--- config.mk ---
export PLATFORM = sky130hd
export DESIGN_NAME = ibex_ex_ctrl
export DESIGN_NICKNAME = d
export VERILOG_FILES = /design/src/rtl/ibex_pkg.sv /design/src/rtl/ibex_ex_imd_regs.sv /design/src/rtl/ibex_ex_ctrl.sv
export SDC_FILE = /design/constraint.sdc
export NUM_CORES = 1
export LEC_CHECK = 0
export CAP_MARGIN = 20
export CORE_ASPECT_RATIO = 1.5
export CORE_MARGIN = 1.5
export CORE_UTILIZATION = 39
export CTS_CLUSTER_DIAMETER = 50
export DETAILED_ROUTE_END_ITERATION = 10
export PLACE_DENSITY_LB_ADDON = 0.12
export SETUP_SLACK_MARGIN = 0.5
export SLEW_MARGIN = 20
export SYNTH_ARGS = -nofsm -noshare
export SYNTH_HDL_FRONTEND = slang
export SYNTH_SLANG_ARGS = --single-unit
--- constraint.sdc ---
create_clock -name clk_i -period 1.88 [get_ports clk_i]
set_clock_uncertainty 0.1 [all_clocks]
set_input_delay 0.376 -clock clk_i [delete_from_list [all_inputs] [get_ports clk_i]]
set_output_delay 0.376 -clock clk_i [all_outputs]
set_load 0.05 [all_outputs]
--- src/rtl/ibex_pkg.sv ---
// Shared types for the Ibex EX sequencing controller.
// Op classes, controller states and the op-legality helper.
package ibex_pkg;

  typedef enum logic [1:0] {
    EX_OP_ALU    = 2'd0,
    EX_OP_ALU_MC = 2'd1,
    EX_OP_MULT   = 2'd2,
    EX_OP_DIV    = 2'd3
  } ex_op_class_e;

  typedef enum logic {
    EX_IDLE = 1'b0,
    EX_EXEC = 1'b1
  } ex_ctrl_state_e;

  localparam int unsigned IMD_W = 34;
  localparam int unsigned CYC_W = 8;
  localparam logic [CYC_W-1:0] CYC_MAX = '1;

  function automatic logic op_legal(
    input ex_op_class_e c,
    input int unsigned  rv32m,
    input int unsigned  rv32b
  );
    logic ok;
    ok = 1'b1;
    if (c == EX_OP_MULT || c == EX_OP_DIV) begin
      ok = (rv32m != 0);
    end else if (c == EX_OP_ALU_MC) begin
      ok = (rv32b != 0);
    end
    return ok;
  endfunction

endpackage

--- src/rtl/ibex_ex_imd_regs.sv ---
// Two 34-bit intermediate-value registers shared by ALU and mult/div.
// Per-register write enable; synchronous clear has priority.
module ibex_ex_imd_regs
  import ibex_pkg::*;
(
  input  logic               clk_i,
  input  logic               clr_i,
  input  logic [1:0]         we_i,
  input  logic [2*IMD_W-1:0] d_i,
  output logic [2*IMD_W-1:0] q_o
);

  logic [IMD_W-1:0] r_q0;
  logic [IMD_W-1:0] r_q1;

  always_ff @(posedge clk_i) begin
    if (clr_i) begin
      r_q0 <= '0;
    end else if (we_i[0]) begin
      r_q0 <= d_i[IMD_W-1:0];
    end
  end

  always_ff @(posedge clk_i) begin
    if (clr_i) begin
      r_q1 <= '0;
    end else if (we_i[1]) begin
      r_q1 <= d_i[2*IMD_W-1:IMD_W];
    end
  end

  assign q_o = {r_q1, r_q0};

endmodule

--- src/rtl/ibex_ex_ctrl.sv ---
// EX sequencing controller: op acceptance, mult/div strobes,
// cycle counting and a one-entry writeback buffer.
module ibex_ex_ctrl
  import ibex_pkg::*;
#(
  parameter int unsigned RV32M = 2,
  parameter int unsigned RV32B = 0
) (
  input  logic             clk_i,
  input  logic             rst_ni,
  input  logic             instr_valid_i,
  output logic             instr_ready_o,
  input  logic [1:0]       op_class_i,
  input  logic             flush_i,
  input  logic             ex_valid_i,
  input  logic [31:0]      result_ex_i,
  input  logic [1:0]       imd_val_we_i,
  input  logic [67:0]      imd_val_d_i,
  output logic [67:0]      imd_val_q_o,
  output logic             alu_instr_first_cycle_o,
  output logic             mult_en_o,
  output logic             div_en_o,
  output logic             mult_sel_o,
  output logic             div_sel_o,
  output logic             multdiv_ready_id_o,
  output logic             wb_valid_o,
  input  logic             wb_ready_i,
  output logic [31:0]      wb_result_o,
  output logic             wb_err_o,
  output logic [CYC_W-1:0] wb_cycles_o,
  output logic             busy_o
);

  ex_ctrl_state_e   r_state;
  ex_op_class_e     r_class;
  logic             r_first;
  logic [CYC_W-1:0] r_cnt;
  logic             r_wb_valid;
  logic [31:0]      r_wb_result;
  logic             r_wb_err;
  logic [CYC_W-1:0] r_wb_cycles;

  logic w_exec;
  logic w_idle;
  logic w_clr;
  logic w_slot_free;
  logic w_done;
  logic w_legal;
  logic w_ready;
  logic w_acc;
  logic w_acc_legal;
  logic w_acc_ill;
  logic w_is_mult;
  logic w_is_div;

  assign w_exec      = (r_state == EX_EXEC);
  assign w_idle      = (r_state == EX_IDLE);
  assign w_clr       = !rst_ni | flush_i;
  assign w_slot_free = !r_wb_valid | wb_ready_i;
  assign w_done      = w_exec & ex_valid_i & w_slot_free;
  assign w_legal     = op_legal(ex_op_class_e'(op_class_i), RV32M, RV32B);

  // An illegal op writes the buffer directly, so it cannot share a
  // cycle with a completing op that is filling the same slot.
  assign w_ready = !flush_i & (w_legal ? (w_idle | w_done)
                                       : (w_idle & w_slot_free));

  assign w_acc       = instr_valid_i & w_ready;
  assign w_acc_legal = w_acc & w_legal;
  assign w_acc_ill   = w_acc & !w_legal;

  always_ff @(posedge clk_i) begin
    if (w_clr) begin
      r_state <= EX_IDLE;
      r_class <= EX_OP_ALU;
      r_first <= 1'b0;
      r_cnt   <= '0;
    end else begin
      r_first <= w_acc_legal;
      if (w_acc_legal) begin
        r_state <= EX_EXEC;
        r_class <= ex_op_class_e'(op_class_i);
        r_cnt   <= CYC_W'(1);
      end else begin
        if (w_done) begin
          r_state <= EX_IDLE;
        end
        if (w_exec && r_cnt != CYC_MAX) begin
          r_cnt <= r_cnt + CYC_W'(1);
        end
      end
    end
  end

  always_ff @(posedge clk_i) begin
    if (w_clr) begin
      r_wb_valid  <= 1'b0;
      r_wb_result <= '0;
      r_wb_err    <= 1'b0;
      r_wb_cycles <= '0;
    end else if (w_done) begin
      r_wb_valid  <= 1'b1;
      r_wb_result <= result_ex_i;
      r_wb_err    <= 1'b0;
      r_wb_cycles <= r_cnt;
    end else if (w_acc_ill) begin
      r_wb_valid  <= 1'b1;
      r_wb_result <= '0;
      r_wb_err    <= 1'b1;
      r_wb_cycles <= '0;
    end else if (wb_ready_i) begin
      r_wb_valid  <= 1'b0;
    end
  end

  ibex_ex_imd_regs u_imd_regs (
    .clk_i (clk_i),
    .clr_i (w_clr),
    .we_i  (imd_val_we_i & {2{w_exec}}),
    .d_i   (imd_val_d_i),
    .q_o   (imd_val_q_o)
  );

  assign w_is_mult = (r_class == EX_OP_MULT);
  assign w_is_div  = (r_class == EX_OP_DIV);

  assign instr_ready_o           = w_ready;
  assign mult_sel_o              = w_exec & w_is_mult;
  assign div_sel_o               = w_exec & w_is_div;
  assign mult_en_o               = w_exec & w_is_mult;
  assign div_en_o                = w_exec & w_is_div;
  assign alu_instr_first_cycle_o = w_exec & r_first;
  assign multdiv_ready_id_o      = w_exec & w_slot_free;
  assign wb_valid_o              = r_wb_valid;
  assign wb_result_o             = r_wb_result;
  assign wb_err_o                = r_wb_err;
  assign wb_cycles_o             = r_wb_cycles;
  assign busy_o                  = w_exec | r_wb_valid;

endmodule
==> metrics.md, run 1 <==
| Metric | Value |
|---|---|
| Gate Count Post-Synth | `~480` |
| IO Count | `between 200 and 250` |
| Buffers on Ports | `roughly 230` |
| Cell taking the most area after synthesis | `dfxtp_1` |
| Log Error | `[ERROR DPL-0033] detailed placement checks failed during check placement.` |
| Synth top area cells | `dfxtp_1 (57%), nand2_1 (13%), a21oi_1 (8.7%)` |
| Root buffer cell | `clkbuf_16` |
| Distinct cells, synth | `39` |
| Place WS | `-0.185 ns` |
| Placer congestion estimate | `0.778` |
| Synth top area share | `0.569` |
| Largest net degree at the start of global routing | `26` |
| Grt repair worst endpoint | `instr_ready_o` |
| Initial antenna violation count | `2` |
| Worst ep type | `primary output` |
| Synth cell count leaders | `nand2_1 (145), dfxtp_1 (122), a21oi_1 (75)` |
| Status | `aborted with a tool error` |
| Die height | `132 um` |
| Die X-Extent | `88.7 um` |
| # rows | `46` |
| Last stage | `5_1_grt` |
| Number of synthesized flops with an enable pin | `0` |
| Hold buffer count at CTS | `0` |
| DP HPWL | `9040 um` |
| Clock Path Buffers | `2` |
| Register area share after synthesis | `0.569` |
| Ys async rst share | `0` |
| Synth warn | `0` |
| Initial Util | `0.403` |
| Number of clock sinks | `about 120` |
| CTS Buf Count | `17` |
| Synthesized area | `between 4000 and 5000 um2` |
| Synth Area per Inst | `approximately 9.0 um2` |
| Syn Nets | `between 500 and 600` |
| Top FF cell, synth | `dfxtp_1` |
| #FFs+latches synth | `between 100 and 150` |
| H-tree depth | `4` |
| Most frequent cell after synthesis | `nand2_1` |
==> metrics by stage <==
| stage | instance area, um2 | setup TNS [ns] | hold WS (ns) | cells | utilization |
|---|---|---|---|---|---|
| floorplan | 4380 | 0 | 0.384 | 476 | - |
| global placement | 6650 | -5.96 | 0.343 | 829 | 0.625 |
| detailed placement | 6650 | -8.03 | 0.347 | 829 | 0.625 |
| CTS | 9020 | -0.0857 | 0.332 | 902 | 0.847 |
==> kinds of logic after synthesis <==
logic type | Yosys count | share of synthesized area
flops | 122 | 0.569
simple gates | 183 | 0.180
mux | 3 | 0.00699
fa+ha+maj | 1 | 0.00291
buf+inv | 37 | 0.0475
xor+xnor | 3 | 0.00612
compound gates | 127 | 0.188
==> repair_timing <==
action,CTS
cloned,16
endpoints found under the setup margin,238
resized for setup,397
pin swaps,41
setup buffers,26
==> inputs of run 2 (changes only) <==
--- a/config.mk
+++ b/config.mk
@@ -6,13 +6,10 @@
 export NUM_CORES = 1
 export LEC_CHECK = 0
 export CAP_MARGIN = 20
-export CORE_ASPECT_RATIO = 1.5
 export CORE_MARGIN = 1.5
 export CORE_UTILIZATION = 39
-export CTS_CLUSTER_DIAMETER = 50
 export DETAILED_ROUTE_END_ITERATION = 10
-export PLACE_DENSITY_LB_ADDON = 0.12
-export SETUP_SLACK_MARGIN = 0.5
+export PLACE_DENSITY_LB_ADDON = 0.15
 export SLEW_MARGIN = 20
 export SYNTH_ARGS = -nofsm -noshare
 export SYNTH_HDL_FRONTEND = slang
==> run 2 against run 1 <==
The flow now finishes, with violations (negative setup slack); synthesized cell count stayed put; synthesized area is the same.
==> metrics.md, run 2 <==
| Metric | Value |
|---|---|
| Syn Nets | `587 (unchanged)` |
| Clock Path Buffers | `2 (unchanged)` |
| Clk pwr share | `0.528` |
| IO Count | `228 (unchanged)` |
| Initial Util | `0.398 (-0.00542)` |
| Worst-margin pin slew | `roughly 0.45 ns` |
| Placed Area | `6650 um2 (-0.13%)` |
| Synth cell count leaders | `nand2_1 (145), dfxtp_1 (122), a21oi_1 (75)` |
| DRT Wirelength | `12600 um` |
| Vias per inst | `around 4.9` |
| Slew HR | `0.701` |
| Synth top area share | `0.569 (unchanged)` |
| Min-delay src | `imd_val_d_i[66]` |
| Total number of vias | `about 4200` |
| Largest fanout on the critical path | `4` |
| Flop pwr share | `0.401` |
| Startpoint types | `input port` |
| Detail Route Antenna Nets | `0` |
| DP HPWL | `8960 um (-0.84%)` |
| Core area | `about 11000 um2` |
| Failing checks | `negative setup slack` |
| Number of clock sinks | `122 (unchanged)` |
| Area Growth Syn to Fin | `70.8%` |
| #FFs+latches synth | `122 (unchanged)` |
| Final nets | `826` |
| # rows | `38 (-17%)` |
| Fmax | `0.492 GHz` |
| Buffers on Ports | `227 (unchanged)` |
| CP startpoint | `wb_ready_i` |
| Tmin final | `2.03 ns` |
| Placer congestion estimate | `0.759 (-2.4%)` |
| Root buffer cell | `clkbuf_8` |
| Die area | `between 10000 and 15000 um2` |
| Fillers | `about 840` |
| Pleak | `about 3 nW` |
| Most frequent cell after synthesis | `nand2_1` |
| Synth Area per Inst | `9.02 um2 (unchanged)` |
| Critical path endpoint category | `output pin` |
| Final hold viol count | `0` |
| RSZ-0062 raised after global routing | `yes` |
| Distinct cells, synth | `39 (unchanged)` |
| Die height | `108 um (-18%)` |
| Setup CP Type | `input port to output pin` |
| Wirelength per Cell | `between 10 and 15 um` |
| Final Cell Area | `roughly 7300 um2` |
| Top FF cell, synth | `dfxtp_1` |
| Grt ovf | `0` |
| Largest net degree at the start of global routing | `43` |
| N_diodes | `0` |
| Dpl cells | `832 (+0.36%)` |
| # setup viols final | `5` |
| First-pass GRT wire length | `19400 um` |
| Max Cap Viol | `0` |
| Synth top area cells | `dfxtp_1 (57%), nand2_1 (13%), a21oi_1 (8.7%)` |
| Initial antenna violation count | `0` |
| Synthesized area | `4300 um2 (unchanged)` |
| Register area share after synthesis | `0.569 (unchanged)` |
| Die X-Extent | `108 um (+22%)` |
| Worst-Skew Late Latency | `0.51 ns` |
| Most frequent cells in the layout | `nand2_1 (144), buf_4 (129), dfxtp_1 (120), clkdlybuf4s50_1 (109), a21oi_1 (73)` |
| Cell taking the most area after synthesis | `dfxtp_1` |
| H-tree depth | `4 (unchanged)` |
| Pre-Repair DR Iteration Count | `5` |
| Hold WC Path Type | `input port to flip-flop` |
| # DRC | `0` |
| Most common cell after layout, fill and taps aside | `nand2_1` |
| Gate Count Post-Synth | `476 (unchanged)` |
| Number of synthesized flops with an enable pin | `0 (unchanged)` |
| Period Utilization, post-route | `1.08` |
| Hold buffer count at CTS | `0 (unchanged)` |
| Number of global-route vias before repair | `between 3000 and 4000` |
| Net load switching power | `between 1 and 1.5 mW` |
| Fraction of layout cells with a size suffix above 1 | `0.261` |
| Cell Pwr Density | `a little under 900 nW/um2` |
| CTS clk-pin slew, worst paths | `about 0.050 ns` |
| CTS tree | `done` |
| Seq. cell area | `2450 um2` |
| Slew Limit Fails | `0` |
| Reg2reg start | `r_cnt[0]` |
| Status | `finished with violations` |
| Ys async rst share | `0 (unchanged)` |
| Final setup margin | `-0.155 ns` |
| Non-Filler Instances | `a little under 900` |
| Req. time, crit path | `about 1.4 ns` |
| Comb power frac | `0.070` |
| Switching fraction of total power | `0.196` |
| GRT Total Usage | `0.215` |
| Synth warn | `0 (unchanged)` |
| Footprint of the multi-input gates | `1690 um2` |
| Worst vdd ir | `roughly 940 uV` |
| 1st-iter DRT viols | `between 200 and 300` |
| CTS Buf Count | `17 (unchanged)` |
| Crit path DAT | `1.56 ns` |
| Internal power | `~5.2 mW` |
-- run 2: cell counts after synthesis --
Identical to the previous run, type by type.
-- run 2: power groups by stage --
stage / combinational, mW / clock [mW] / sequential (mW)
5_1_grt: 0.484 / 3.63 / 2.61
2_1_floorplan: 0.102 / 0 / 2.70
4_1_cts: 0.458 / 3.50 / 2.61
6_report: 0.457 / 3.43 / 2.61
3_3_place_gp: 0.445 / 0 / 2.66
3_5_place_dp: 0.450 / 0 / 2.66
-- run 2: per-stage QoR --
stage | util | TNS, ns | setup slack (ns) | hold slack (ns) | power (mW)
final | 0.680 | -0.221 | -0.155 | 0.307 | 6.50
after global routing | 0.680 | -0.583 | -0.233 | 0.297 | 6.72
after CTS | 0.679 | -0.361 | -0.169 | 0.283 | 6.57
after detailed placement | 0.616 | -6.86 | -0.184 | 0.348 | 3.11
after global placement | 0.616 | -3.95 | -0.158 | 0.343 | 3.11
after floorplan | - | 0 | 0.0306 | 0.347 | 2.80
-- run 2: worst max-delay path: stages --
cell,delay (ns)
clkdlybuf4s50_1,0.47
and2b_1,0.22
o21ai_2,0.16
a21oi_2,0.09
nor2_4,0.10
buf_12,0.14
-- run 2: cells by family after synthesis --
logic type	Yosys count	synth area share
adders and majority gates	1	0.00291
DFF	122	0.569
muxes	3	0.00699
xor gates and xnor gates	3	0.00612
buffers and inverters	37	0.0475
AOI/OAI and AO/OA	127	0.188
and+or+nand+nor	183	0.180
-- run 2: path summary, 6_finish.rpt --
path / to / slack (ns) / cells after the start
worst max-delay path: instr_ready_o / -0.15 / 6
worst min-delay path: u_imd_regs.r_q1[32] / 0.31 / 3
worst max register to register: r_cnt[1] / 0.28 / 5
worst min register to register: u_imd_regs.r_q0[13] / 0.35 / 2
-- run 2: what timing repair did --
action | in CTS | in global routing
gates resized for setup | 11 | 0
buffers inserted | 3 | 1
endpoints found under the setup margin | 7 | 7
pin swaps | 1 | 1
-- run 2: metal layers --
layer	track usage	routed length (um)	up-vias
li1	-	-	2097
met1	0.247	5170	1948
met2	0.349	5920	173
met3	0.0952	1220	23
met4	0.0865	277	0
met5	0	0	-
-- run 2: layout make-up --
type,instances,share of cell area
Inverter,1,0.000512
Clock buffer,24,0.0628
Clock inverter,8,0.0225
Sequential cell,122,0.334
Timing Repair Buffer,256,0.326
Multi-Input combinational cell,317,0.230
Tap cell,140,0.0239
No activity file was read; power rests on OpenSTA's default activity.
==> inputs of run 3 (changes only) <==
--- a/config.mk
+++ b/config.mk
@@ -5,8 +5,6 @@
 export SDC_FILE = /design/constraint.sdc
 export NUM_CORES = 1
 export LEC_CHECK = 0
-export CAP_MARGIN = 20
-export CORE_MARGIN = 1.5
 export CORE_UTILIZATION = 39
 export DETAILED_ROUTE_END_ITERATION = 10
 export PLACE_DENSITY_LB_ADDON = 0.15
==> run 3 against run 2 <==
The flow still finishes with violations (negative setup slack); cell count decreased by 0.58%; sequential power about the same; sequential cell count unchanged; clock-buffer cell count decreased by 1; routed wire length increased by 0.83%; register-to-register slack got worse by 0.04 ns; largest power group unchanged; global-route usage increased by 1.0 points; critical path type is now flip-flop to output pin; final area increased by 0.10%.
==> metrics.md, run 3 (synthesized netlist as in run 2, its figures left out) <==
| Metric | Value |
|---|---|
| Die X-Extent | `107 um (-0.93%)` |
| Total number of vias | `4226 (-0.35%)` |
| Startpoint types | `flip-flop` |
| # rows | `37 (-2.6%)` |
| Largest net degree at the start of global routing | `41 (-4.7%)` |
| Reg2reg start | `r_state` |
| Placer congestion estimate | `0.808 (+6.5%)` |
| Wirelength per Cell | `14.7 um (+1.4%)` |
| Crit path DAT | `1.50 ns (-0.06 ns)` |
| Tmin final | `1.98 ns (-0.0568 ns)` |
| Pre-Repair DR Iteration Count | `4 (-1)` |
| DRT Wirelength | `12700 um (+0.83%)` |
| Pleak | `2.96 nW (+0.46%)` |
| First-pass GRT wire length | `20100 um (+3.7%)` |
| Slew HR | `0.805 (+0.104)` |
| Seq. cell area | `2440 um2 (-0.10%)` |
| Req. time, crit path | `1.40 ns (about the same)` |
| Fraction of layout cells with a size suffix above 1 | `0.268 (+0.00724)` |
| Initial Util | `0.409 (+0.0108)` |
| Most frequent cells in the layout | `nand2_1 (144), buf_4 (128), dfxtp_1 (120), clkdlybuf4s50_1 (108), a21oi_1 (73)` |
| IO Count | `228 (unchanged)` |
| Core area | `10500 um2 (-2.6%)` |
| # DRC | `0 (unchanged)` |
| Period Utilization, post-route | `1.05 (-0.0302)` |
| Status | `finished with violations` |
| Footprint of the multi-input gates | `1710 um2 (+1.1%)` |
| Area Growth Syn to Fin | `70.9%` |
| 1st-iter DRT viols | `249 (-8.1%)` |
| Hold WC Path Type | `input port to flip-flop` |
| Final nets | `826 (unchanged)` |
| # setup viols final | `2 (-3)` |
| Cell Pwr Density | `860 nW/um2 (-3.0%)` |
| CTS tree | `done` |
| CTS clk-pin slew, worst paths | `0.06 ns (about the same)` |
| Buffers on Ports | `227 (unchanged)` |
| Dpl cells | `825 (-0.84%)` |
| Final setup margin | `-0.0978 ns (+0.0568 ns)` |
| Fillers | `817 (-2.6%)` |
| Min-delay src | `imd_val_d_i[48]` |
| CTS Buf Count | `17 (unchanged)` |
| DP HPWL | `9020 um (+0.63%)` |
| Worst-Skew Late Latency | `0.50 ns (about the same)` |
| Worst path cell trace | `and2b_2, o21ai_2, a21oi_2, nor2_4, buf_12` |
| Slew Limit Fails | `0 (unchanged)` |
| Die area | `11400 um2 (-1.8%)` |
| Grt ovf | `0 (unchanged)` |
| Bufs and invs on worst path | `1 (-1)` |
| Fmax | `0.506 GHz (+2.9%)` |
| Initial antenna violation count | `0 (unchanged)` |
| RSZ-0062 raised after global routing | `yes` |
| Slowest cell on the critical path | `dfxtp_2` |
| H-tree depth | `4 (unchanged)` |
| GRT Total Usage | `0.225 (+0.0103)` |
| Largest fanout on the critical path | `3 (-1)` |
| N_diodes | `0 (unchanged)` |
| Number of clock sinks | `122 (unchanged)` |
| Worst vdd ir | `534 uV (-43%)` |
| Design Power | `6.31 mW (-2.9%)` |
| Clock Path Buffers | `2 (unchanged)` |
| Worst-margin pin slew | `0.290 ns (-0.158 ns)` |
| Most common cell after layout, fill and taps aside | `nand2_1` |
| CP max stage delay | `0.32 ns (-0.15 ns)` |
| Cell family with most CP delay | `flip-flops` |
| Root buffer cell | `clkbuf_8` |
| CP startpoint | `wb_valid_o` |
| Number of global-route vias before repair | `4114 (+2.9%)` |
| Max Cap Viol | `0 (unchanged)` |
| Setup CP Type | `flip-flop to output pin` |
| Final Util | `0.699 (+0.0191)` |
| Detail Route Antenna Nets | `0 (unchanged)` |
| Critical path endpoint category | `output pin` |
| Vias per inst | `4.90 (+0.22%)` |
| Non-Filler Instances | `863 (-0.58%)` |
| Final hold viol count | `0 (unchanged)` |
| Hold buffer count at CTS | `0 (unchanged)` |
| Failing checks | `negative setup slack` |
| Die height | `107 um (-0.93%)` |
==> run 3: cell types whose count changed in the layout (fill, tap and decap cells not counted), sizes merged <==
cell | before | now
clkinv | 3 | 5
dlygate4sd2 | 0 | 1
clkdlybuf4s50 | 109 | 108
bufinv | 5 | 3
clkbuf | 24 | 23
==> run 3: metal layers <==
layer | wire length [um] | global-route usage | up-vias
met5 | 0 | 0 | -
met4 | 259 | 0.101 | 0
met3 | 1250 | 0.0833 | 22
met2 | 6090 | 0.372 | 184
met1 | 5100 | 0.259 | 1939
li1 | - | - | 2081
==> run 3: final timing paths <==
check        slack [ns]  cells past startpoint             endpoint
max reg2reg        0.24                      6             r_cnt[3]
min                0.32                      3  u_imd_regs.r_q1[14]
max                -0.1                      5        instr_ready_o
min reg2reg        0.35                      2  u_imd_regs.r_q0[14]
==> run 3: through the flow <==
step,hold WS (ns),TNS [ns],setup slack [ns],instance area (um2)
4_1_cts,0.291,-0.210,-0.131,7340
2_1_floorplan,0.347,0,0.0306,4310
6_report,0.316,-0.118,-0.0978,7340
5_1_grt,0.309,-0.354,-0.157,7340
3_5_place_dp,0.347,-6.16,-0.168,6650
3_3_place_gp,0.343,-4.25,-0.164,6650
==> run 3: report_power, final <==
part	internal (mW)	switching [mW]
Clock	2.17	1.06
Combinational	0.287	0.181
Sequential	2.60	0.00841
==> run 3: worst min-delay path: stages <==
cell and delay [ns]:
clkdlybuf4s50_1 0.39, nand2_1 0.05, a21oi_1 0.05
==> run 3: final cells by class <==
cell class                 count  share of cell area
clock buffer                  23              0.0663
clock inverter                 8              0.0157
inverter                       1            0.000511
multi-input combinational    317               0.233
sequential                   122               0.333
tap                          136              0.0232
timing repair buffer         256               0.329
==> run 3: timing repair <==
action | 4_1_cts | 5_1_grt
cloned | 0 | 0
gates resized for setup | 12 | 1
buffers inserted | 7 | 0
pin swaps | 1 | 2
setup endpoints to repair | 8 | 6
==> inputs of run 4 (changes only) <==
--- a/config.mk
+++ b/config.mk
@@ -8,6 +8,7 @@
 export CORE_UTILIZATION = 39
 export DETAILED_ROUTE_END_ITERATION = 10
 export PLACE_DENSITY_LB_ADDON = 0.15
+export SETUP_SLACK_MARGIN = 0.02
 export SLEW_MARGIN = 20
 export SYNTH_ARGS = -nofsm -noshare
 export SYNTH_HDL_FRONTEND = slang
==> run 4 against run 3 <==
The run still ends with negative setup slack left; largest power group unchanged; critical path depth unchanged; global-route usage about the same; combinational power about the same; final area unchanged; first-iteration DRC count increased by 6.8%; clock-buffer cell count unchanged; highest routed layer unchanged; fmax about the same; non-clock buffer count unchanged; sequential power about the same; routed wire length decreased by 0.62%; via count decreased by 0.21%.
==> metrics.md, run 4 (synthesized netlist as in run 2, its figures left out) <==
| Metric | Value |
|---|---|
| DRT Wirelength | `12600 um (-0.62%)` |
| Initial antenna violation count | `0 (unchanged)` |
| M1 wire length | `4960 um (-2.7%)` |
| Worst path cell trace | `and2b_2, o21ai_2, a21oi_2, nor2_4, buf_12` |
| Setup crit end | `instr_ready_o` |
| Period Utilization, post-route | `1.05 (about the same)` |
| IO Count | `228 (unchanged)` |
| Met3 wire len | `1310 um (+4.7%)` |
| TNS Setup | `-0.121 ns (-0.00345 ns)` |
| Pleak | `2.96 nW (about the same)` |
| Die height | `107 um (unchanged)` |
| Failing checks | `negative setup slack` |
| First-pass GRT wire length | `20200 um (+0.13%)` |
| Critical path endpoint category | `output pin` |
| CTS tree | `done` |
| CTS clk-pin slew, worst paths | `0.06 ns (about the same)` |
| H-tree depth | `4 (unchanged)` |
| Hold WC Path Type | `input port to flip-flop` |
| Vias per inst | `4.89 (-0.21%)` |
| Largest fanout on the critical path | `3 (unchanged)` |
| # setup viols final | `2 (unchanged)` |
| Worst R2R Path Depth | `6 (unchanged)` |
| Worst-Skew Late Latency | `0.50 ns (about the same)` |
| Slew Limit Fails | `0 (unchanged)` |
| Number of clock sinks | `122 (unchanged)` |
| GRT Total Usage | `0.226 (+0.000391)` |
| Top routing layer in use | `met4` |
| Req. time, crit path | `1.40 ns (about the same)` |
| # DRC | `0 (unchanged)` |
| Most common cell after layout, fill and taps aside | `nand2_1` |
| DP HPWL | `9020 um (unchanged)` |
| Reg2reg start | `r_state` |
| # rows | `37 (unchanged)` |
| Tmin final | `1.98 ns (+0.00150 ns)` |
| Die X-Extent | `107 um (unchanged)` |
| Largest net degree at the start of global routing | `41 (unchanged)` |
| Area Growth Syn to Fin | `70.9% (unchanged)` |
| Clock Path Buffers | `2 (unchanged)` |
| Final setup margin | `-0.0993 ns (-0.00150 ns)` |
| Worst-margin pin slew | `0.294 ns (+0.00405 ns)` |
| Design Power | `6.31 mW (about the same)` |
| Final Cell Area | `7340 um2 (unchanged)` |
| Grt ovf | `0 (unchanged)` |
| Number of global-route vias before repair | `4107 (-0.17%)` |
| Status | `finished with violations` |
| Startpoint types | `flip-flop` |
| Slowest cell on the critical path | `dfxtp_2` |
| Max Cap Viol | `0 (unchanged)` |
| Placed Area | `6650 um2 (unchanged)` |
| Most frequent cells in the layout | `nand2_1 (144), buf_4 (128), dfxtp_1 (120), clkdlybuf4s50_1 (108), a21oi_1 (73)` |
| Worst hold margin | `0.316 ns (+0.000333 ns)` |
| Place WS | `-0.168 ns (unchanged)` |
| Die area | `11400 um2 (unchanged)` |
| Crit path DAT | `1.50 ns (about the same)` |
| Hold buffer count at CTS | `0 (unchanged)` |
| Total number of vias | `4217 (-0.21%)` |
| Final nets | `826 (unchanged)` |
| Final Util | `0.699 (unchanged)` |
| Pre-Repair DR Iteration Count | `4 (unchanged)` |
| Final hold viol count | `0 (unchanged)` |
| CP max stage delay | `0.32 ns (about the same)` |
| Cell Pwr Density | `860 nW/um2 (about the same)` |
| Placer congestion estimate | `0.808 (unchanged)` |
| CP startpoint | `wb_valid_o` |
| Worst vdd ir | `533 uV (-0.14%)` |
| RSZ-0062 raised after global routing | `yes` |
| Setup CP Type | `flip-flop to output pin` |
| Non-Filler Instances | `863 (unchanged)` |
| Hold Path Depth | `3 (unchanged)` |
| Fmax | `0.505 GHz (about the same)` |
| Wirelength per Cell | `14.6 um (-0.62%)` |
| Core area | `10500 um2 (unchanged)` |
| Fillers | `817 (unchanged)` |
| Fraction of layout cells with a size suffix above 1 | `0.268 (unchanged)` |
| Detail Route Antenna Nets | `0 (unchanged)` |
| Initial Util | `0.409 (unchanged)` |
| CTS Buf Count | `17 (unchanged)` |
| Dpl cells | `825 (unchanged)` |
| DR WL met2 | `6080 um (-0.11%)` |
| N_diodes | `0 (unchanged)` |
| Root buffer cell | `clkbuf_8` |
| Slew HR | `0.803 (-0.00272)` |
| Crit Reg-Reg Endpoint | `r_cnt[3]` |
| 1st-iter DRT viols | `266 (+6.8%)` |
| R2R setup slack | `0.23 ns (about the same)` |
| Buffers on Ports | `227 (unchanged)` |
[run 4: cell counts in the layout (fill, tap and decap cells not counted)]
Identical to the previous run, type by type.
[run 4: per-layer routing]
layer  track usage  up-vias
met5             0        -
met4         0.101        0
met3        0.0833       23
met2         0.372      186
met1         0.260     1926
li1              -     2082
[run 4: worst max-delay path: cells and delay by family, from the launching register on]
family,cells,cell delay [ns]
flip-flops,1,0.32
AO/OA/AOI/OAI,2,0.24
AND/OR/NAND/NOR,2,0.31
buffers and inverters,1,0.14
[run 4: layout make-up]
cell class	count	area [um2]	share of cell area
well taps	136	170	0.0232
flip-flops and latches	122	2440	0.333
repair buffers	256	2410	0.329
clock buffers	23	487	0.0663
clock inverters	8	115	0.0157
inverters	1	3.75	0.000511
multi-input cells	317	1710	0.233
[run 4: worst min-delay path by stage]
stage | endpoint | start | slack (ns)
after floorplan | r_class[1] | r_class[1] | 0.35
after global placement | u_imd_regs.r_q1[26] | u_imd_regs.r_q1[26] | 0.34
after detailed placement | u_imd_regs.r_q0[25] | u_imd_regs.r_q0[25] | 0.35
after CTS | u_imd_regs.r_q1[14] | imd_val_d_i[48] | 0.29
after global routing | u_imd_regs.r_q1[26] | imd_val_d_i[60] | 0.31
final | u_imd_regs.r_q1[14] | imd_val_d_i[48] | 0.32
[run 4: power by group]
group	switching [mW]	total (mW)	internal (mW)	leakage [nW]
registers	0.00848	2.61	2.60	0.984
clock network	1.06	3.24	2.17	0.303
logic	0.180	0.466	0.287	1.67
[run 4: what timing repair did]
item / 4_1_cts / 5_1_grt
gates resized for setup: 13 / 0
buffers inserted: 7 / 0
endpoints found under the setup margin: 8 / 8
pin swaps: 2 / 2
